==> config.mk <==
export PLATFORM = sky130hd
export DESIGN_NAME = up_info_line_ctrl_flat
export DESIGN_NICKNAME = d
export VERILOG_FILES = /design/src/rtl/up_info_line_ctrl_pkg.sv /design/src/rtl/up_info_line_ctrl_if.sv /design/src/rtl/up_info_line_ctrl.sv /design/src/flat_wrapper.sv
export SDC_FILE = /design/constraint.sdc
export NUM_CORES = 1
export LEC_CHECK = 0
export BUFFER_PORTS_ARGS = -buffer_cell sky130_fd_sc_hd__buf_4
export CAP_MARGIN = 20
export CORE_MARGIN = 3
export CORE_UTILIZATION = 53
export CTS_CLUSTER_SIZE = 25
export DETAILED_ROUTE_END_ITERATION = 8
export GPL_ROUTABILITY_DRIVEN = 0
export PLACE_DENSITY_LB_ADDON = 0.1
export SETUP_SLACK_MARGIN = 0.2
export SLEW_MARGIN = 10
export SYNTH_ARGS = -nofsm -noshare
export SYNTH_HDL_FRONTEND = slang
export SYNTH_SLANG_ARGS = --single-unit
==> constraint.sdc <==
create_clock -name clk -period 3.15 [get_ports clk]
set_input_delay 0 -clock clk [delete_from_list [all_inputs] [get_ports clk]]
set_output_delay 0 -clock clk [all_outputs]
set_load 0.005 [all_outputs]
==> src/rtl/up_info_line_ctrl_pkg.sv <==
// up_info_line_ctrl_pkg: shared widths, fetch length limit and FSM states for the upper info line controller
package up_info_line_ctrl_pkg;
  localparam int LINE_ADDR_BITS = 8;
  localparam int LINE_DATA_BITS = 16;
  localparam int MAX_FETCH_LEN = 16;
  typedef enum logic [1:0] {IDLE, FETCH, DRAIN} state_t;
endpackage

==> src/rtl/up_info_line_ctrl_if.sv <==
// up_info_line_ctrl_if: fetch/neighbour/update handshakes and ram_d port of the upper info line controller
interface up_info_line_ctrl_if #(
  parameter int addr_bits = 8,
  parameter int data_bits = 16
);
  logic [addr_bits:0] pic_width_min;
  logic fetch_start;
  logic [addr_bits-1:0] fetch_x;
  logic [4:0] fetch_len;
  logic fetch_busy;
  logic nb_valid;
  logic [4:0] nb_idx;
  logic nb_avail;
  logic [data_bits-1:0] nb_data;
  logic upd_valid;
  logic [addr_bits-1:0] upd_x;
  logic [data_bits-1:0] upd_data;
  logic upd_ready;
  logic ram_en;
  logic ram_we;
  logic [addr_bits-1:0] ram_addra;
  logic [addr_bits-1:0] ram_addrb;
  logic [data_bits-1:0] ram_dia;
  logic [data_bits-1:0] ram_dob;
  modport slave (
    input pic_width_min, fetch_start, fetch_x, fetch_len, upd_valid, upd_x, upd_data, ram_dob,
    output fetch_busy, nb_valid, nb_idx, nb_avail, nb_data, upd_ready,
    output ram_en, ram_we, ram_addra, ram_addrb, ram_dia
  );
  modport master (
    output pic_width_min, fetch_start, fetch_x, fetch_len, upd_valid, upd_x, upd_data, ram_dob,
    input fetch_busy, nb_valid, nb_idx, nb_avail, nb_data, upd_ready,
    input ram_en, ram_we, ram_addra, ram_addrb, ram_dia
  );
endinterface

==> src/rtl/up_info_line_ctrl.sv <==
// up_info_line_ctrl: sole ram_d master streaming up-left/up/up-right neighbour info and writing PU info back
module up_info_line_ctrl
  import up_info_line_ctrl_pkg::*;
#(
  parameter int addr_bits = LINE_ADDR_BITS,
  parameter int data_bits = LINE_DATA_BITS
) (
  input logic clk,
  input logic rst,
  up_info_line_ctrl_if.slave bus
);
  localparam int PW = addr_bits + 2;
  state_t r_state;
  logic [PW-1:0] r_pos;
  logic [PW-1:0] r_last;
  logic [4:0] r_idx;
  logic r_en;
  logic r_we;
  logic [addr_bits-1:0] r_addra;
  logic [addr_bits-1:0] r_addrb;
  logic [data_bits-1:0] r_dia;
  logic r_nb_valid;
  logic [4:0] r_nb_idx;
  logic r_nb_avail;
  logic [PW-1:0] w_next;
  logic w_avail;
  logic w_start;
  logic w_upd;
  logic w_done;
  assign w_start = (r_state == IDLE) && bus.fetch_start;
  assign w_upd = bus.upd_valid && bus.upd_ready;
  assign w_done = r_pos == r_last;
  assign w_next = (r_state == IDLE) ? {2'b00, bus.fetch_x} - PW'(1) : r_pos + PW'(1);
  assign w_avail = !w_next[PW-1] && (w_next < {1'b0, bus.pic_width_min});
  always_ff @(posedge clk) begin
    if (rst) begin
      r_state <= IDLE;
      r_pos <= '0;
      r_last <= '0;
      r_idx <= '0;
      r_en <= 1'b0;
      r_we <= 1'b0;
      r_addra <= '0;
      r_addrb <= '0;
      r_dia <= '0;
      r_nb_valid <= 1'b0;
      r_nb_idx <= '0;
      r_nb_avail <= 1'b0;
    end else begin
      r_nb_valid <= r_state == FETCH;
      r_nb_avail <= (r_state == FETCH) && r_en;
      if (r_state == FETCH) r_nb_idx <= r_idx;
      case (r_state)
        IDLE: begin
          r_en <= w_start ? w_avail : w_upd;
          r_we <= w_upd;
          if (w_start) begin
            r_state <= FETCH;
            r_pos <= w_next;
            r_addrb <= w_next[addr_bits-1:0];
            r_last <= {2'b00, bus.fetch_x} + PW'(bus.fetch_len);
            r_idx <= '0;
          end
          if (w_upd) begin
            r_addra <= bus.upd_x;
            r_dia <= bus.upd_data;
          end
        end
        FETCH: begin
          r_we <= 1'b0;
          r_en <= !w_done && w_avail;
          if (w_done) r_state <= DRAIN;
          else begin
            r_pos <= w_next;
            r_addrb <= w_next[addr_bits-1:0];
            r_idx <= r_idx + 5'd1;
          end
        end
        default: begin
          r_state <= IDLE;
          r_en <= 1'b0;
          r_we <= 1'b0;
        end
      endcase
    end
  end
  assign bus.fetch_busy = r_state != IDLE;
  assign bus.upd_ready = (r_state == IDLE) && !bus.fetch_start;
  assign bus.nb_valid = r_nb_valid;
  assign bus.nb_idx = r_nb_idx;
  assign bus.nb_avail = r_nb_avail;
  assign bus.nb_data = r_nb_avail ? bus.ram_dob : '0;
  assign bus.ram_en = r_en;
  assign bus.ram_we = r_we;
  assign bus.ram_addra = r_addra;
  assign bus.ram_addrb = r_addrb;
  assign bus.ram_dia = r_dia;
endmodule

==> src/flat_wrapper.sv <==
// flat-port wrapper written by rule: the top's interface ports become plain ports
module up_info_line_ctrl_flat import up_info_line_ctrl_pkg::*;
#(
  parameter int addr_bits = LINE_ADDR_BITS,
  parameter int data_bits = LINE_DATA_BITS
)
  (clk, rst, bus_pic_width_min, bus_fetch_start, bus_fetch_x, bus_fetch_len, bus_upd_valid, bus_upd_x, bus_upd_data, bus_ram_dob, bus_fetch_busy, bus_nb_valid, bus_nb_idx, bus_nb_avail, bus_nb_data, bus_upd_ready, bus_ram_en, bus_ram_we, bus_ram_addra, bus_ram_addrb, bus_ram_dia);
  up_info_line_ctrl_if #(.addr_bits(addr_bits), .data_bits(data_bits)) bus_i ();
  input logic clk;
  input logic rst;
  input wire logic [$bits(bus_i.pic_width_min)-1:0] bus_pic_width_min;
  input wire logic [$bits(bus_i.fetch_start)-1:0] bus_fetch_start;
  input wire logic [$bits(bus_i.fetch_x)-1:0] bus_fetch_x;
  input wire logic [$bits(bus_i.fetch_len)-1:0] bus_fetch_len;
  input wire logic [$bits(bus_i.upd_valid)-1:0] bus_upd_valid;
  input wire logic [$bits(bus_i.upd_x)-1:0] bus_upd_x;
  input wire logic [$bits(bus_i.upd_data)-1:0] bus_upd_data;
  input wire logic [$bits(bus_i.ram_dob)-1:0] bus_ram_dob;
  output wire logic [$bits(bus_i.fetch_busy)-1:0] bus_fetch_busy;
  output wire logic [$bits(bus_i.nb_valid)-1:0] bus_nb_valid;
  output wire logic [$bits(bus_i.nb_idx)-1:0] bus_nb_idx;
  output wire logic [$bits(bus_i.nb_avail)-1:0] bus_nb_avail;
  output wire logic [$bits(bus_i.nb_data)-1:0] bus_nb_data;
  output wire logic [$bits(bus_i.upd_ready)-1:0] bus_upd_ready;
  output wire logic [$bits(bus_i.ram_en)-1:0] bus_ram_en;
  output wire logic [$bits(bus_i.ram_we)-1:0] bus_ram_we;
  output wire logic [$bits(bus_i.ram_addra)-1:0] bus_ram_addra;
  output wire logic [$bits(bus_i.ram_addrb)-1:0] bus_ram_addrb;
  output wire logic [$bits(bus_i.ram_dia)-1:0] bus_ram_dia;
  assign bus_i.pic_width_min = bus_pic_width_min;
  assign bus_i.fetch_start = bus_fetch_start;
  assign bus_i.fetch_x = bus_fetch_x;
  assign bus_i.fetch_len = bus_fetch_len;
  assign bus_i.upd_valid = bus_upd_valid;
  assign bus_i.upd_x = bus_upd_x;
  assign bus_i.upd_data = bus_upd_data;
  assign bus_i.ram_dob = bus_ram_dob;
  assign bus_fetch_busy = bus_i.fetch_busy;
  assign bus_nb_valid = bus_i.nb_valid;
  assign bus_nb_idx = bus_i.nb_idx;
  assign bus_nb_avail = bus_i.nb_avail;
  assign bus_nb_data = bus_i.nb_data;
  assign bus_upd_ready = bus_i.upd_ready;
  assign bus_ram_en = bus_i.ram_en;
  assign bus_ram_we = bus_i.ram_we;
  assign bus_ram_addra = bus_i.ram_addra;
  assign bus_ram_addrb = bus_i.ram_addrb;
  assign bus_ram_dia = bus_i.ram_dia;
  up_info_line_ctrl #(.addr_bits(addr_bits), .data_bits(data_bits)) u_core (.clk(clk), .rst(rst), .bus(bus_i));
endmodule
==> Word level (Yosys, flattened, before mapping) <==
Cells that the tools add are included.
{ "classes": {"n_reduce_logical": 17, "eq_ne": 5, "add_sub_neg": 4, "n_lt_le_gt_ge": 1, "mux": 16, "n_bitwise": 1} }
{ "op_table": {"columns": ["op", "n"], "rows": [
  ["10-bit two-way mux", 3],
  ["10-bit one-hot mux with 2 select lines", 1],
  ["16-bit two-way mux", 1],
  ["8-bit two-way mux", 2],
  ["8-bit one-hot mux with 2 select lines", 1],
  ["10-bit by 1-bit adder with 10-bit output, second input constant", 1],
  ["10-bit == test", 1],
  ["10-bit by 9-bit less-than comparator with 1-bit output", 1],
  ["5-bit two-way mux", 2],
  ["5-bit one-hot mux with 2 select lines", 1],
  ["8-bit by 5-bit adder with 9-bit output", 1],
  ["8-bit by 1-bit subtractor with 9-bit output, second input constant", 1],
  ["1-bit logical AND", 6],
  ["2-bit AND reduction", 3],
  ["5-bit by 1-bit adder with 5-bit output, second input constant", 1],
  ["2-bit two-way mux", 2],
  ["2-bit by 1-bit inequality test with 1-bit output, second input constant", 2],
  ["2-bit one-hot mux with 2 select lines", 1],
  ["2-bit nonzero test", 2],
  ["1-bit zero test", 3],
  ["3-bit AND reduction", 1],
  ["2-bit by 1-bit == test with 1-bit output, second input constant", 1],
  ["2-bit zero test", 1],
  ["2-bit inequality test, second input constant", 1],
  ["other kinds (4)", 4]
]} }
{ "totals": {"regBits": 68} }

==> Logic depth before layout (Yosys ltp) <==
{ "logic_depth": {"ltp_word": 6, "ltp_mapped": 11} }

==> Worst setup path before layout <==
OpenSTA, ideal clock, no wires.
{ "synth_timing": {"path_kind": "reg-to-reg", "from": "register u_core.bus.ram_addrb[3] (netlist name)", "to": "register u_core.r_en (netlist: u_core.bus.ram_en)", "arrival_ns": 2.060, "path_stages_with_launch": 10, "required_time_ns": 3.066, "slack_ns": 1.005, "period_less_slack_ns": 2.145, "setup_ns": 0.084, "cell_sequence": "dfxtp_1 -> clkbuf_2 -> nand2_1 -> or4_2 -> nand3_1 -> o21a_1 -> ha_1 -> o21ai_0 -> a21oi_1 -> o31ai_2"} }
{ "synth_lines": {"columns": ["element", "line", "rtl"], "rows": [
  ["to (signal assigned)", "up_info_line_ctrl.sv:55", "r_en <= w_start ? w_avail : w_upd;"],
  ["to (signal assigned)", "up_info_line_ctrl.sv:71", "r_en <= !w_done && w_avail;"],
  ["to (decl)", "up_info_line_ctrl.sv:17", "logic r_en;"]
]} }

==> out/metrics.csv <==
metric,value,unit
"EDFF count, synth",0,
vias,3558,
run status,"complete, no violations",
Die Y-Extent,85.3,microns
"wirelength, routed",10.3,mm
Worst setup startpoint,u_core.bus.ram_addrb[0],
launch point of the worst hold path,bus_fetch_x[6],
area of the placeable core,0.00599,sq mm
H-tree levels,3,
data arrival time at the worst-slack endpoint,2790,ps
minimum hold slack,13.6,ps
net count reported at finish,633,
routed wirelength normalized by instance count,16.3,microns
largest net degree at the start of global routing,58,
Non-Filler Instances,630,
starting utilization of the core area,55.7,%
Achievable Freq,395,MHz
fraction of the core area covered by cells at the end of the flow,77.8,%
vias in the first global route,3385,
unrepaired setup endpoints after global routing,false,
antenna violations before repair,0,
total negative slack,0,ps
required time worst endpoint,3410,ps
number of search-and-repair iterations in the first detailed-routing pass,5,
Hold Crit Class,primary input to flip-flop,
count of state elements after synthesis,59,
share of post-route cells with drive strength above 1,28.3,%
total count of max-transition violations in the final report,0,
cells resized by post-CTS repair,0,
cell area power density,463,mW/mm^2
top cell type by total area after synthesis,sky130_fd_sc_hd__dfxtp_1,
number of buffers created by CTS,9,
nature of the critical path startpoint,flip-flop,
IO Port Bufs,124,
DP Wirelength,7.00,mm
main area contributors after synthesis,"sky130_fd_sc_hd__dfxtp_1 35%, sky130_fd_sc_hd__nand2_1 8.2%, sky130_fd_sc_hd__a21oi_1 7.1%",
violation count after the first detailed-route iteration,215,
Placed Cells,588,
MaxCap Viol Count,0,
die area,0.00728,sq mm
P&R area growth vs syn,39.8,%
number of distinct library cell variants in the gate-level netlist after synthesis,55,
number of nets with antenna violations after routing,0,
IO Pins,125,
endpoint class of the critical path,flip-flop,
fill count,454,
synthesized cell area,0.00333,sq mm
Worst Slack Setup Final,619,ps
Ant. Diodes,0,
per-cell via count in the routed design,5.65,
clock-pin slew on the worst setup and hold paths,70,ps
primary flip-flop cell chosen by synthesis mapping,sky130_fd_sc_hd__dfxtp_1,
row cnt,28,
residual overflow from global routing,0,
global-route wire length before repair,16.6,mm
Worst slew margin,38.3,%
final number of setup-violating endpoints,0,
Final Hold Vio Count,0,
combined area of the multi-input logic cells,0.00189,sq mm
share of the yosys chip area belonging to registers,35.4,%
max incr delay on CP,510,ps
minimum clock period,2530,ps
Reg2Reg Launch Point,u_core.bus.ram_addrb[0],
Critical Path Fanout Max,8,
fraction of post-synthesis cell area in the top cell type by area,35.4,%
"Clk Latency, worst-skew pair",350,ps
cell at the slowest stage of the critical path,sky130_fd_sc_hd__dfxtp_1,
Max VDD drop,354,uV
TritonCTS sink count,59,
cell at the root of the clock tree,sky130_fd_sc_hd__clkbuf_8,
overall global routing resource usage,28.8,%
Residual DRC,0,
worst-path cell chain,ha_1 > nand3_1 > xor2_1 > mux2i_1 > ha_1 > o21ai_0 > o21ai_0 > o211ai_1 > a21oi_1 > o31ai_2,
area occupied by registers,0.00118,sq mm
"Worst Path Class, Setup",flip-flop to flip-flop,
minimum setup slack after placement,733,ps
leakage component of the power,2.10,nW
setup repair bufs after CTS,0,
clock tree from TritonCTS,built,
transition time of the tightest slew-check pin,923,ps
Worst Clk Skew,10.7,ps
Die X-Extent,85.3,microns
Mean Syn Cell Area,7.94,sq um
count of synthesis-stage warnings from yosys,0,
Synth Net Count,503,
proportion of register bits with asynchronous set or reset after synthesis,0,%
share of the clock period used by the worst path,80.3,%
Cells after Synth,420,
maximum buffer depth of the clock tree,2,
## state kept, by name, indices dropped and copies added, names as in the netlist
name                  count
u_core.bus.nb_avail       1
u_core.bus.nb_idx         5
u_core.bus.nb_valid       1
u_core.bus.ram_addra      8
u_core.bus.ram_addrb      7
u_core.bus.ram_dia       16
u_core.bus.ram_en         1
u_core.bus.ram_we         1
u_core.r_idx              5
u_core.r_last             9
u_core.r_pos              3
u_core.r_state            2
## layout make-up
class	count	area share [%]
Multi-Input combinational cell	308	40.5
Timing Repair Buffer	153	26.0
Sequential cell	59	25.3
Clock buffer	11	3.25
Tap cell	75	2.01
Inverter	19	1.53
Clock inverter	5	1.31
## cell usage after synthesis, types with 5 or more instances
| master | instances |
|---|---|
| sky130_fd_sc_hd__nor3_1 | 8 |
| sky130_fd_sc_hd__buf_4 | 12 |
| sky130_fd_sc_hd__a21oi_1 | 47 |
| sky130_fd_sc_hd__o21ai_0 | 15 |
| sky130_fd_sc_hd__and2_1 | 19 |
| sky130_fd_sc_hd__dfxtp_1 | 59 |
| sky130_fd_sc_hd__nand2_1 | 73 |
| sky130_fd_sc_hd__o31ai_1 | 5 |
| sky130_fd_sc_hd__inv_1 | 18 |
| sky130_fd_sc_hd__xor2_1 | 14 |
| sky130_fd_sc_hd__or3_1 | 7 |
| sky130_fd_sc_hd__nand3_1 | 19 |
| sky130_fd_sc_hd__buf_2 | 6 |
| sky130_fd_sc_hd__ha_1 | 16 |
| sky130_fd_sc_hd__nor2_1 | 14 |
| sky130_fd_sc_hd__o211ai_1 | 6 |
| sky130_fd_sc_hd__clkbuf_1 | 12 |
## report_power, final
| group | internal (mW) | switching (mW) | total (mW) |
|---|---|---|---|
| registers | 0.799 | 0.0648 | 0.864 |
| logic | 0.263 | 0.286 | 0.549 |
| clock network | 0.410 | 0.336 | 0.746 |
## what timing repair did
item                                    4_1_cts  5_1_grt
hold buffers                                 26        0
endpoints found under the setup margin        0        0
hold endpoints to repair                     26        0
## cells in the final DEF (no fill, tap or decap), types with 15 or more instances in the layout
cell type / synthesis / routed
sky130_fd_sc_hd__o21ai_0: 15 / 15
sky130_fd_sc_hd__dfxtp_1: 59 / 59
sky130_fd_sc_hd__nand3_1: 19 / 19
sky130_fd_sc_hd__inv_1: 18 / 18
sky130_fd_sc_hd__buf_4: 12 / 127
sky130_fd_sc_hd__and2_1: 19 / 19
sky130_fd_sc_hd__ha_1: 16 / 16
sky130_fd_sc_hd__nand2_1: 73 / 73
sky130_fd_sc_hd__a21oi_1: 47 / 47
sky130_fd_sc_hd__dlygate4sd3_1: 0 / 26
## path summary, 6_finish.rpt
| check | endpoint | cells past startpoint | slack, ps |
|---|---|---|---|
| max | u_core.bus.ram_en | 10 | 620 |
| min | u_core.r_last[6] | 3 | 10 |
| max reg2reg | u_core.bus.ram_en | 10 | 620 |
| min reg2reg | u_core.bus.nb_idx[4] | 2 | 460 |
## per-stage QoR
| step | power, mW | cell area, sq um |
|---|---|---|
| 2_1_floorplan | 1.20 | 3330 |
| 3_3_place_gp | 1.37 | 4190 |
| 3_5_place_dp | 1.39 | 4190 |
| 4_1_cts | 2.15 | 4660 |
| 5_1_grt | 2.25 | 4660 |
| 6_report | 2.16 | 4660 |
## cells by family (layout without fill, tap and decap cells)
group | after synthesis | in the layout | share of synthesized area [%]
AOI/OAI and AO/OA | 104 | 104 | 19.7
xor gates and xnor gates | 18 | 18 | 4.73
adders and majority gates | 17 | 17 | 6.60
buffers and inverters | 53 | 188 | 7.88
DFF | 59 | 59 | 35.4
muxes | 3 | 3 | 0.901
and+or+nand+nor | 166 | 166 | 24.8
## metal layers
layer  share of wire (%)  global-route usage [%]  vias to the layer above
li1                    -                       -                     1714
met1                  39                    34.9                     1664
met2                  51                    49.3                      156
met3                 7.2                    6.12                       24
met4                 2.4                    11.9                        0
met5                   0                       0                        -
## worst max-delay path: cells and delay by family, from the launching register on
kind	cells	cell delay (ps)
AO/OA/AOI/OAI	5	890
adder cells (fa/ha/maj)	2	550
flip-flops	1	510
multiplexers	1	220
XOR/XNOR	1	170
AND/OR/NAND/NOR	1	110
No activity file was read; power rests on OpenSTA's default activity.
